## config.mk

```make
export PLATFORM = sky130hd
export DESIGN_NAME = vend_ctrl_param_flat
export DESIGN_NICKNAME = d
export VERILOG_FILES = /design/src/rtl/vend_ctrl_param_if.sv /design/src/rtl/vend_ctrl_param.sv /design/src/flat_wrapper.sv
export SDC_FILE = /design/constraint.sdc
export NUM_CORES = 1
export LEC_CHECK = 0
export BUFFER_PORTS_ARGS = -buffer_cell sky130_fd_sc_hd__clkbuf_2
export CAP_MARGIN = 40
export CELL_PAD_IN_SITES_DETAIL_PLACEMENT = 0
export CELL_PAD_IN_SITES_GLOBAL_PLACEMENT = 2
export CORE_MARGIN = 1.5
export CORE_UTILIZATION = 32
export DETAILED_ROUTE_END_ITERATION = 6
export PLACE_DENSITY = 0.73
export SLEW_MARGIN = 30
export SYNTH_ARGS = -nofsm -noshare
export SYNTH_HDL_FRONTEND = slang
export SYNTH_SLANG_ARGS = --single-unit
```

## constraint.sdc

```tcl
create_clock -name Clk -period 3.3 [get_ports Clk]
set_input_delay 0.66 -clock Clk [delete_from_list [all_inputs] [get_ports Clk]]
set_output_delay 0.66 -clock Clk [all_outputs]
set_load 0.005 [all_outputs]
```

## src/rtl/vend_ctrl_param_if.sv

```systemverilog
`default_nettype none
// ============================================================================
// Module      : vend_ctrl_param_if
// Description : Coin-acceptor / actuator bundle for the vending controller.
//               master = acceptor-side driver, slave = controller.
// Revision    : 1.0 - initial release
// ============================================================================
interface vend_ctrl_param_if #(
  parameter int CREDIT_W = 4
);
  logic [1:0]          Coin;
  logic                Cancel;
  logic                Dispense;
  logic                Change_valid;
  logic [CREDIT_W-1:0] Change;
  logic [CREDIT_W-1:0] Credit;
  logic                Busy;

  modport master (
    output Coin, Cancel,
    input  Dispense, Change_valid, Change, Credit, Busy
  );

  modport slave (
    input  Coin, Cancel,
    output Dispense, Change_valid, Change, Credit, Busy
  );
endinterface
`default_nettype wire

```

## src/rtl/vend_ctrl_param.sv

```systemverilog
`default_nettype none
// ============================================================================
// Module      : vend_ctrl_param
// Description : Parametrised Moore vending controller with change return,
//               cancel/refund and visible credit. Actuator outputs decode
//               from the registered state only.
//               Optional macro VEND_COIN_EDGE_EN: count each Coin bit on its
//               rising edge instead of on every high cycle.
// Revision    : 1.0 - initial release
// ============================================================================
module vend_ctrl_param #(
  parameter int PRICE    = 4,
  parameter int VALUE_A  = 1,
  parameter int VALUE_B  = 2,
  parameter int CREDIT_W = 4
) (
  input  logic              Clk,
  input  logic              Reset,
  vend_ctrl_param_if.slave  bus
);

  typedef enum logic [4:0] {
    S_IDLE    = 5'b00001,
    S_COLLECT = 5'b00010,
    S_VEND    = 5'b00100,
    S_CHANGE  = 5'b01000,
    S_REFUND  = 5'b10000
  } state_t;

  localparam logic [CREDIT_W:0]   PRICE_X = (CREDIT_W+1)'(PRICE);
  localparam logic [CREDIT_W-1:0] PRICE_N = CREDIT_W'(PRICE);
  localparam logic [CREDIT_W:0]   VAL_A_X = (CREDIT_W+1)'(VALUE_A);
  localparam logic [CREDIT_W:0]   VAL_B_X = (CREDIT_W+1)'(VALUE_B);

  state_t              state, state_n;
  logic [CREDIT_W-1:0] credit, credit_n;
  // Shared amount register: excess after a vend, or the refund total.
  logic [CREDIT_W-1:0] amount, amount_n;

  logic [1:0]          coin_eff;
  logic [CREDIT_W:0]   coin_val;
  logic [CREDIT_W:0]   sum;
  logic [CREDIT_W-1:0] excess;

  logic                dispense;
  logic                change_valid;
  logic [CREDIT_W-1:0] change;
  logic                busy;

`ifdef VEND_COIN_EDGE_EN
  logic [1:0] coin_prev;

  // Remember the previous Coin sample so a held level only counts once.
  always_ff @(posedge Clk or posedge Reset) begin
    if (Reset) coin_prev <= 2'b00;
    else       coin_prev <= bus.Coin;
  end

  assign coin_eff = bus.Coin & ~coin_prev;
`else
  assign coin_eff = bus.Coin;
`endif

  assign coin_val = (coin_eff[0] ? VAL_A_X : '0) + (coin_eff[1] ? VAL_B_X : '0);
  assign sum      = {1'b0, credit} + coin_val;
  // Modular subtraction is exact: the true excess always fits CREDIT_W bits.
  assign excess   = sum[CREDIT_W-1:0] - PRICE_N;

  // State, credit and amount registers; reset discards everything pending.
  always_ff @(posedge Clk or posedge Reset) begin
    if (Reset) begin
      state  <= S_IDLE;
      credit <= '0;
      amount <= '0;
    end else begin
      state  <= state_n;
      credit <= credit_n;
      amount <= amount_n;
    end
  end

  // Next-state, datapath updates and state-decoded actuator outputs.
  always_comb begin
    state_n      = state;
    credit_n     = credit;
    amount_n     = amount;
    dispense     = 1'b0;
    change_valid = 1'b0;
    change       = '0;
    busy         = 1'b0;
    case (state)
      S_IDLE, S_COLLECT: begin
        if (bus.Cancel) begin
          // Cancel wins over a same-cycle coin, which is refunded as well.
          credit_n = '0;
          if (sum != '0) begin
            amount_n = sum[CREDIT_W-1:0];
            state_n  = S_REFUND;
          end else begin
            state_n  = S_IDLE;
          end
        end else if (sum >= PRICE_X) begin
          amount_n = excess;
          credit_n = '0;
          state_n  = S_VEND;
        end else if (coin_val != '0) begin
          credit_n = sum[CREDIT_W-1:0];
          state_n  = S_COLLECT;
        end
      end
      S_VEND: begin
        dispense = 1'b1;
        busy     = 1'b1;
        state_n  = (amount != '0) ? S_CHANGE : S_IDLE;
      end
      S_CHANGE, S_REFUND: begin
        change_valid = 1'b1;
        change       = amount;
        busy         = 1'b1;
        amount_n     = '0;
        state_n      = S_IDLE;
      end
      default: begin
        state_n  = S_IDLE;
        credit_n = '0;
        amount_n = '0;
      end
    endcase
  end

  assign bus.Dispense     = dispense;
  assign bus.Change_valid = change_valid;
  assign bus.Change       = change;
  assign bus.Credit       = credit;
  assign bus.Busy         = busy;

endmodule
`default_nettype wire

```

## src/flat_wrapper.sv

```systemverilog
// flat-port wrapper written by rule: the top's interface ports become plain ports
module vend_ctrl_param_flat 
#(
  parameter int PRICE    = 4,
  parameter int VALUE_A  = 1,
  parameter int VALUE_B  = 2,
  parameter int CREDIT_W = 4
)
  (Clk, Reset, bus_Coin, bus_Cancel, bus_Dispense, bus_Change_valid, bus_Change, bus_Credit, bus_Busy);
  vend_ctrl_param_if #(.CREDIT_W(CREDIT_W)) bus_i ();
  input  logic Clk;
  input  logic Reset;
  input wire logic [$bits(bus_i.Coin)-1:0] bus_Coin;
  input wire logic [$bits(bus_i.Cancel)-1:0] bus_Cancel;
  output wire logic [$bits(bus_i.Dispense)-1:0] bus_Dispense;
  output wire logic [$bits(bus_i.Change_valid)-1:0] bus_Change_valid;
  output wire logic [$bits(bus_i.Change)-1:0] bus_Change;
  output wire logic [$bits(bus_i.Credit)-1:0] bus_Credit;
  output wire logic [$bits(bus_i.Busy)-1:0] bus_Busy;
  assign bus_i.Coin = bus_Coin;
  assign bus_i.Cancel = bus_Cancel;
  assign bus_Dispense = bus_i.Dispense;
  assign bus_Change_valid = bus_i.Change_valid;
  assign bus_Change = bus_i.Change;
  assign bus_Credit = bus_i.Credit;
  assign bus_Busy = bus_i.Busy;
  vend_ctrl_param #(.PRICE(PRICE), .VALUE_A(VALUE_A), .VALUE_B(VALUE_B), .CREDIT_W(CREDIT_W)) u_core (.Clk(Clk), .Reset(Reset), .bus(bus_i));
endmodule
```

# Word level (Yosys, flattened, before mapping)

Index checks and enable logic that the tools add are counted.

Bitwise operators: 2
$lt $le $gt $ge: 1
Equality and inequality tests: 8
Muxes and demuxes: 20
Reductions and logical operators: 8
Div/mod/pow operators: 0
Add/sub/neg operators: 3
Multipliers: 0
Shift operators: 0

Operators with widths:

| operator                                              | number |
|---|---|
| 2-to-1 mux 4 bit                                      | 8 |
| 2-to-1 mux 5 bit                                      | 4 |
| case mux 4 bit (2 select lines)                       | 2 |
| case mux 5 bit (2 select lines)                       | 1 |
| nonzero test 5 bit                                    | 2 |
| inequality test 3 x 2 -> 1 bit, second input constant | 2 |
| adder 4 x 5 -> 5 bit                                  | 1 |
| adder 5 bit                                           | 1 |
| equality test 5 x 1 -> 1 bit, second input constant   | 1 |
| equality test 5 x 2 -> 1 bit, second input constant   | 1 |
| equality test 5 x 3 -> 1 bit, second input constant   | 1 |
| equality test 5 x 4 -> 1 bit, second input constant   | 1 |
| equality test 5 bit, second input constant            | 1 |
| >= comparator 5 x 3 -> 1 bit, second input constant   | 1 |
| 2-to-1 mux 1 bit                                      | 4 |
| inequality test 4 x 2 -> 1 bit, second input constant | 1 |
| nonzero test 4 bit                                    | 1 |
| OR reduction 2 bit                                    | 2 |
| subtractor 4 x 3 -> 4 bit, second input constant      | 1 |
| AND reduction 3 bit                                   | 1 |
| OR reduction 3 bit                                    | 1 |
| 2-to-1 mux 2 bit                                      | 1 |
| NOT 1 bit                                             | 2 |
| AND reduction 2 bit                                   | 1 |

Memories kept: 0
Word-level logic and storage cells: 45
Memory bits (read-only): 0
Input bits: 5
Output and inout bits: 11
Register bits after elaboration: 13
Memory bits (writable): 0
Latch bits: 0

# Longest topological paths before layout

Depth after elaboration: 7
Mapped depth: 9
Mapped depth without buffers: 9

# Worst setup path before layout

No wires, ideal clock.

Path type: input port to flip-flop
From: input port bus_Coin[1]
To: register u_core.amount[1]
Arrival time: 2.566 ns
Path slack: 0.607 ns
Stages: 9
Cell sequence: ha_1 a21oi_1 or3_1 and2_1 ha_1 nand3b_1 mux2i_1 o41a_1 mux2_1

Word-level cells in the longest chain between the ends: 7
Elaborated cells on any way between the ends: 13
Classes of those cells: add/sub: 3; order compare: 1; eq/ne: 2; mux: 5; reduce/logical: 2

Ends and longest elaborated chain:

| item                            | RTL line               | RTL |
|---|---|---|
| start, declared                 | flat_wrapper.sv:13     | `input wire logic [$bits(bus_i.Coin)-1:0] bus_Coin;` |
| 2-to-1 mux 2 bit *              | vend_ctrl_param.sv:64  | `assign coin_val = (coin_eff[0] ? VAL_A_X : '0) + (coin_eff[1] ? VAL_B_X : '0);` |
| adder 5 bit *                   | vend_ctrl_param.sv:64  |  |
| adder 4 x 5 -> 5 bit *          | vend_ctrl_param.sv:65  | `assign sum = {1'b0, credit} + coin_val;` |
| subtractor 4 x 3 -> 4 bit       | vend_ctrl_param.sv:67  | `assign excess = sum[CREDIT_W-1:0] - PRICE_N;` |
| 2-to-1 mux 4 bit                | vend_ctrl_param.sv:102 | `end else if (sum >= PRICE_X) begin` |
| 2-to-1 mux 4 bit                | vend_ctrl_param.sv:93  | `if (bus.Cancel) begin` |
| case mux 4 bit (2 select lines) | vend_ctrl_param.sv:91  | `case (state)` |
| end signal, assigned            | vend_ctrl_param.sv:78  | `amount <= amount_n;` |
| end, declared                   | vend_ctrl_param.sv:38  | `logic [CREDIT_W-1:0] amount, amount_n;` |

Mark *: on every way between the ends. The rest lies on a longest branch, timed or not. The select of a mux whose other input is x is not followed.
A chain may end at the register's enable or synchronous reset.

# Worst setup path in the final report

Ends and elaborated chain as after synthesis.

==> run summary <==
outcome -> complete, no violations
total number of vias -> 701
fin util -> 39.09%
critical path fanouts, max -> 5
Syn Inst Count -> 90
initial antenna violation count -> 0
layout cells sized above 1 -> 19.44%
flop-to-flop setup slack -> 0.71 ns
net load switching power -> 0.0003109 W
Die Wd -> 53.96 microns
post_cts resized -> 0
RSZ-0062 raised after global routing -> false
core area -> 2477 sq um
HPWL Detailed -> 1.543 mm
Die Ht -> 53.96 microns
Post-synth ARST share -> 100.0%
cts hold-fix bufs -> 0
clk slew on worst S/H paths -> 0.08 ns
Avg Cell Area, Syn -> 9.231 sq um
clock skew -> 0.004134 ns
Period minus WS final -> 2.689 ns
worst slew pin tran -> 0.7066 ns
P_leak -> 0.4609 nW
Flop pwr share -> 35.2%
clk_lat worst skew -> 0.27 ns
sequential-to-total area share from yosys stat -> 39.31%
fin nets -> 118
Switching Share -> 41.86%
final worst slack -> 0.6113 ns
Crit path arrival time -> 2.85 ns
Cell Count, Final, Fillers Out -> 138
Critical Path Source Type -> primary input
routability cong. -> 0.7694
Tcrit/Tclk final -> 81.48%
PortBufs -> 15
final slew viol count -> 0
number of buffers created by CTS -> 3
Initial Util -> 33.54%
CP Capture Type -> flip-flop
Routed met1 length -> 926 microns
setup violators final -> 0
CTS tree -> built
Placement Setup Slack -> 0.2996 ns
PwrDens -> 766.8 nW/um^2
post-synth top area share -> 36.14%
post-synth net total -> 99
met3 wire length -> 44 microns
Max Cap Viol -> 0
first-pass GRT wire length -> 3.208 mm
Top Layer Used -> met4
Post-synth EDFFs -> 0
Int Power -> 0.0004317 W
f_max -> 0.3719 GHz
Clock Sinks -> 13
die area -> 2911 sq um
Yosys cell types -> 35
via/cell ratio -> 5.080
largest net degree at the start of global routing -> 14
Reg2Reg Depth -> 9
CP required -> 3.46 ns
initial DRC count -> 14
met2 WL -> 916 microns
Comb pwr share -> 51.4%
total track usage -> 15.86%
top cells by count, synth -> dfrtp_1 (12), inv_1 (10), nor2_1 (9), and2_1 (5)
Worst Setup Path Type -> primary input to flip-flop
r2r startpoint -> u_core.bus.Credit[1]
Final Hold Fails -> 0
RR Endpoint -> u_core.amount[1]
post-synth top area cell -> dfrtp_1
vias in the first global route -> 674
Synth area leaders -> dfrtp_1 (36%), ha_1 (4.5%), inv_1 (4.5%), xnor2_1 (4.2%), nor2_1 (4.1%)
Max IR drop VDD -> 0.0003345 V
Synth Flop Type -> dfrtp_1
H-tree depth -> 1
synth warn -> 0
Max clock buf depth -> 2
gr ovfl total -> 0
setup tns final -> 0 ns
total power -> 0.0007426 W
placed cell count -> 134
Post-Route WL -> 1.911 mm
DRC Markers -> 0
Cell Rows -> 18
synthesized flop and latch total -> 13
area delta synth->final -> 16.57%
average wire per standard cell -> 13.85 microns
Root Driver -> clkbuf_4
top-count cell post-synth -> dfrtp_1
remaining antenna violation count -> 0
Hold WC Path Type -> primary input to async pin
diode count -> 0
IO Pins -> 16
Initial DRT Pass Iterations -> 3
Clock power frac -> 13.4%
Relative slew margins -> 52.46%
Fill cells -> 273
post-synthesis cell area -> 830.8 sq um
setup bufs post-CTS -> 0
==> metal layers <==
layer	vias up	global-route usage (%)
li1	357	-
met1	332	20.83
met2	8	25.20
met3	4	3.333
met4	0	6.410
met5	-	0
==> state kept, by name (all words and copies together), names as in the netlist <==
name               count
u_core.state           5
u_core.amount          4
u_core.bus.Credit      4
==> placed cells by master (no fill, tap or decap), types with 3 or more instances in the layout <==
master	instances
o21ai_0	3
xnor2_1	4
mux2_1	3
clkbuf_4	3
nor2_1	9
dfrtp_1	12
clkbuf_2	15
nor4_1	4
inv_1	10
nor2b_1	3
and2_1	5
ha_1	3
a21oi_1	3
nand2_1	4
==> metrics by stage <==
stage,instance area (sq um),hold WS (ns)
floorplan,830.8,0.4731
global placement,942.2,0.4999
detailed placement,942.2,0.5249
CTS,968.4,0.4071
global route,968.4,0.4100
finish,968.4,0.3819
==> layout make-up <==
cell class	instances	area, sq um	area share (%)
clock buffers	4	26.28	2.713
multi-input cells	65	457.9	47.29
inverters	10	37.54	3.876
flip-flops and latches	13	326.6	33.72
repair buffers	16	82.58	8.527
well taps	30	37.54	3.876
==> how the worst max path moves through the flow <==
| stage | start | end | slack [ns] |
|---|---|---|---|
| global placement | bus_Coin[0] | u_core.bus.Credit[2] | 0.31 |
| global route | bus_Coin[0] | u_core.bus.Credit[2] | 0.46 |
| detailed placement | bus_Coin[1] | u_core.amount[2] | 0.30 |
| finish | bus_Coin[1] | u_core.amount[1] | 0.61 |
| floorplan | bus_Coin[1] | u_core.amount[1] | 0.61 |
| CTS | bus_Coin[1] | u_core.amount[2] | 0.60 |
==> critical path: stages <==
cell and delay, ns:
clkbuf_2 0.12, ha_1 0.28, a21oi_1 0.10, or3_1 0.33
and2_1 0.17, ha_1 0.19, nand3b_1 0.16, mux2i_1 0.10
o41a_1 0.40, mux2_1 0.35
==> power by group through the flow <==
stage	logic [W]	registers, W	clock network, W
final	0.000382	0.000261	0.0000998
after global routing	0.000429	0.000269	0.000116
after CTS	0.000389	0.000262	0.000106
after detailed placement	0.000386	0.000265	0
after global placement	0.000384	0.000262	0
after floorplan	0.000296	0.000248	0
==> cell families after synthesis <==
logic type / share of synthesized area (%)
AOI/OAI and AO/OA: 14.16
buffers and inverters: 5.572
muxes: 6.476
adders and majority gates: 6.928
DFF: 39.31
xor gates and xnor gates: 5.271
and+or+nand+nor: 22.29
No activity file was read; power rests on OpenSTA's default activity.
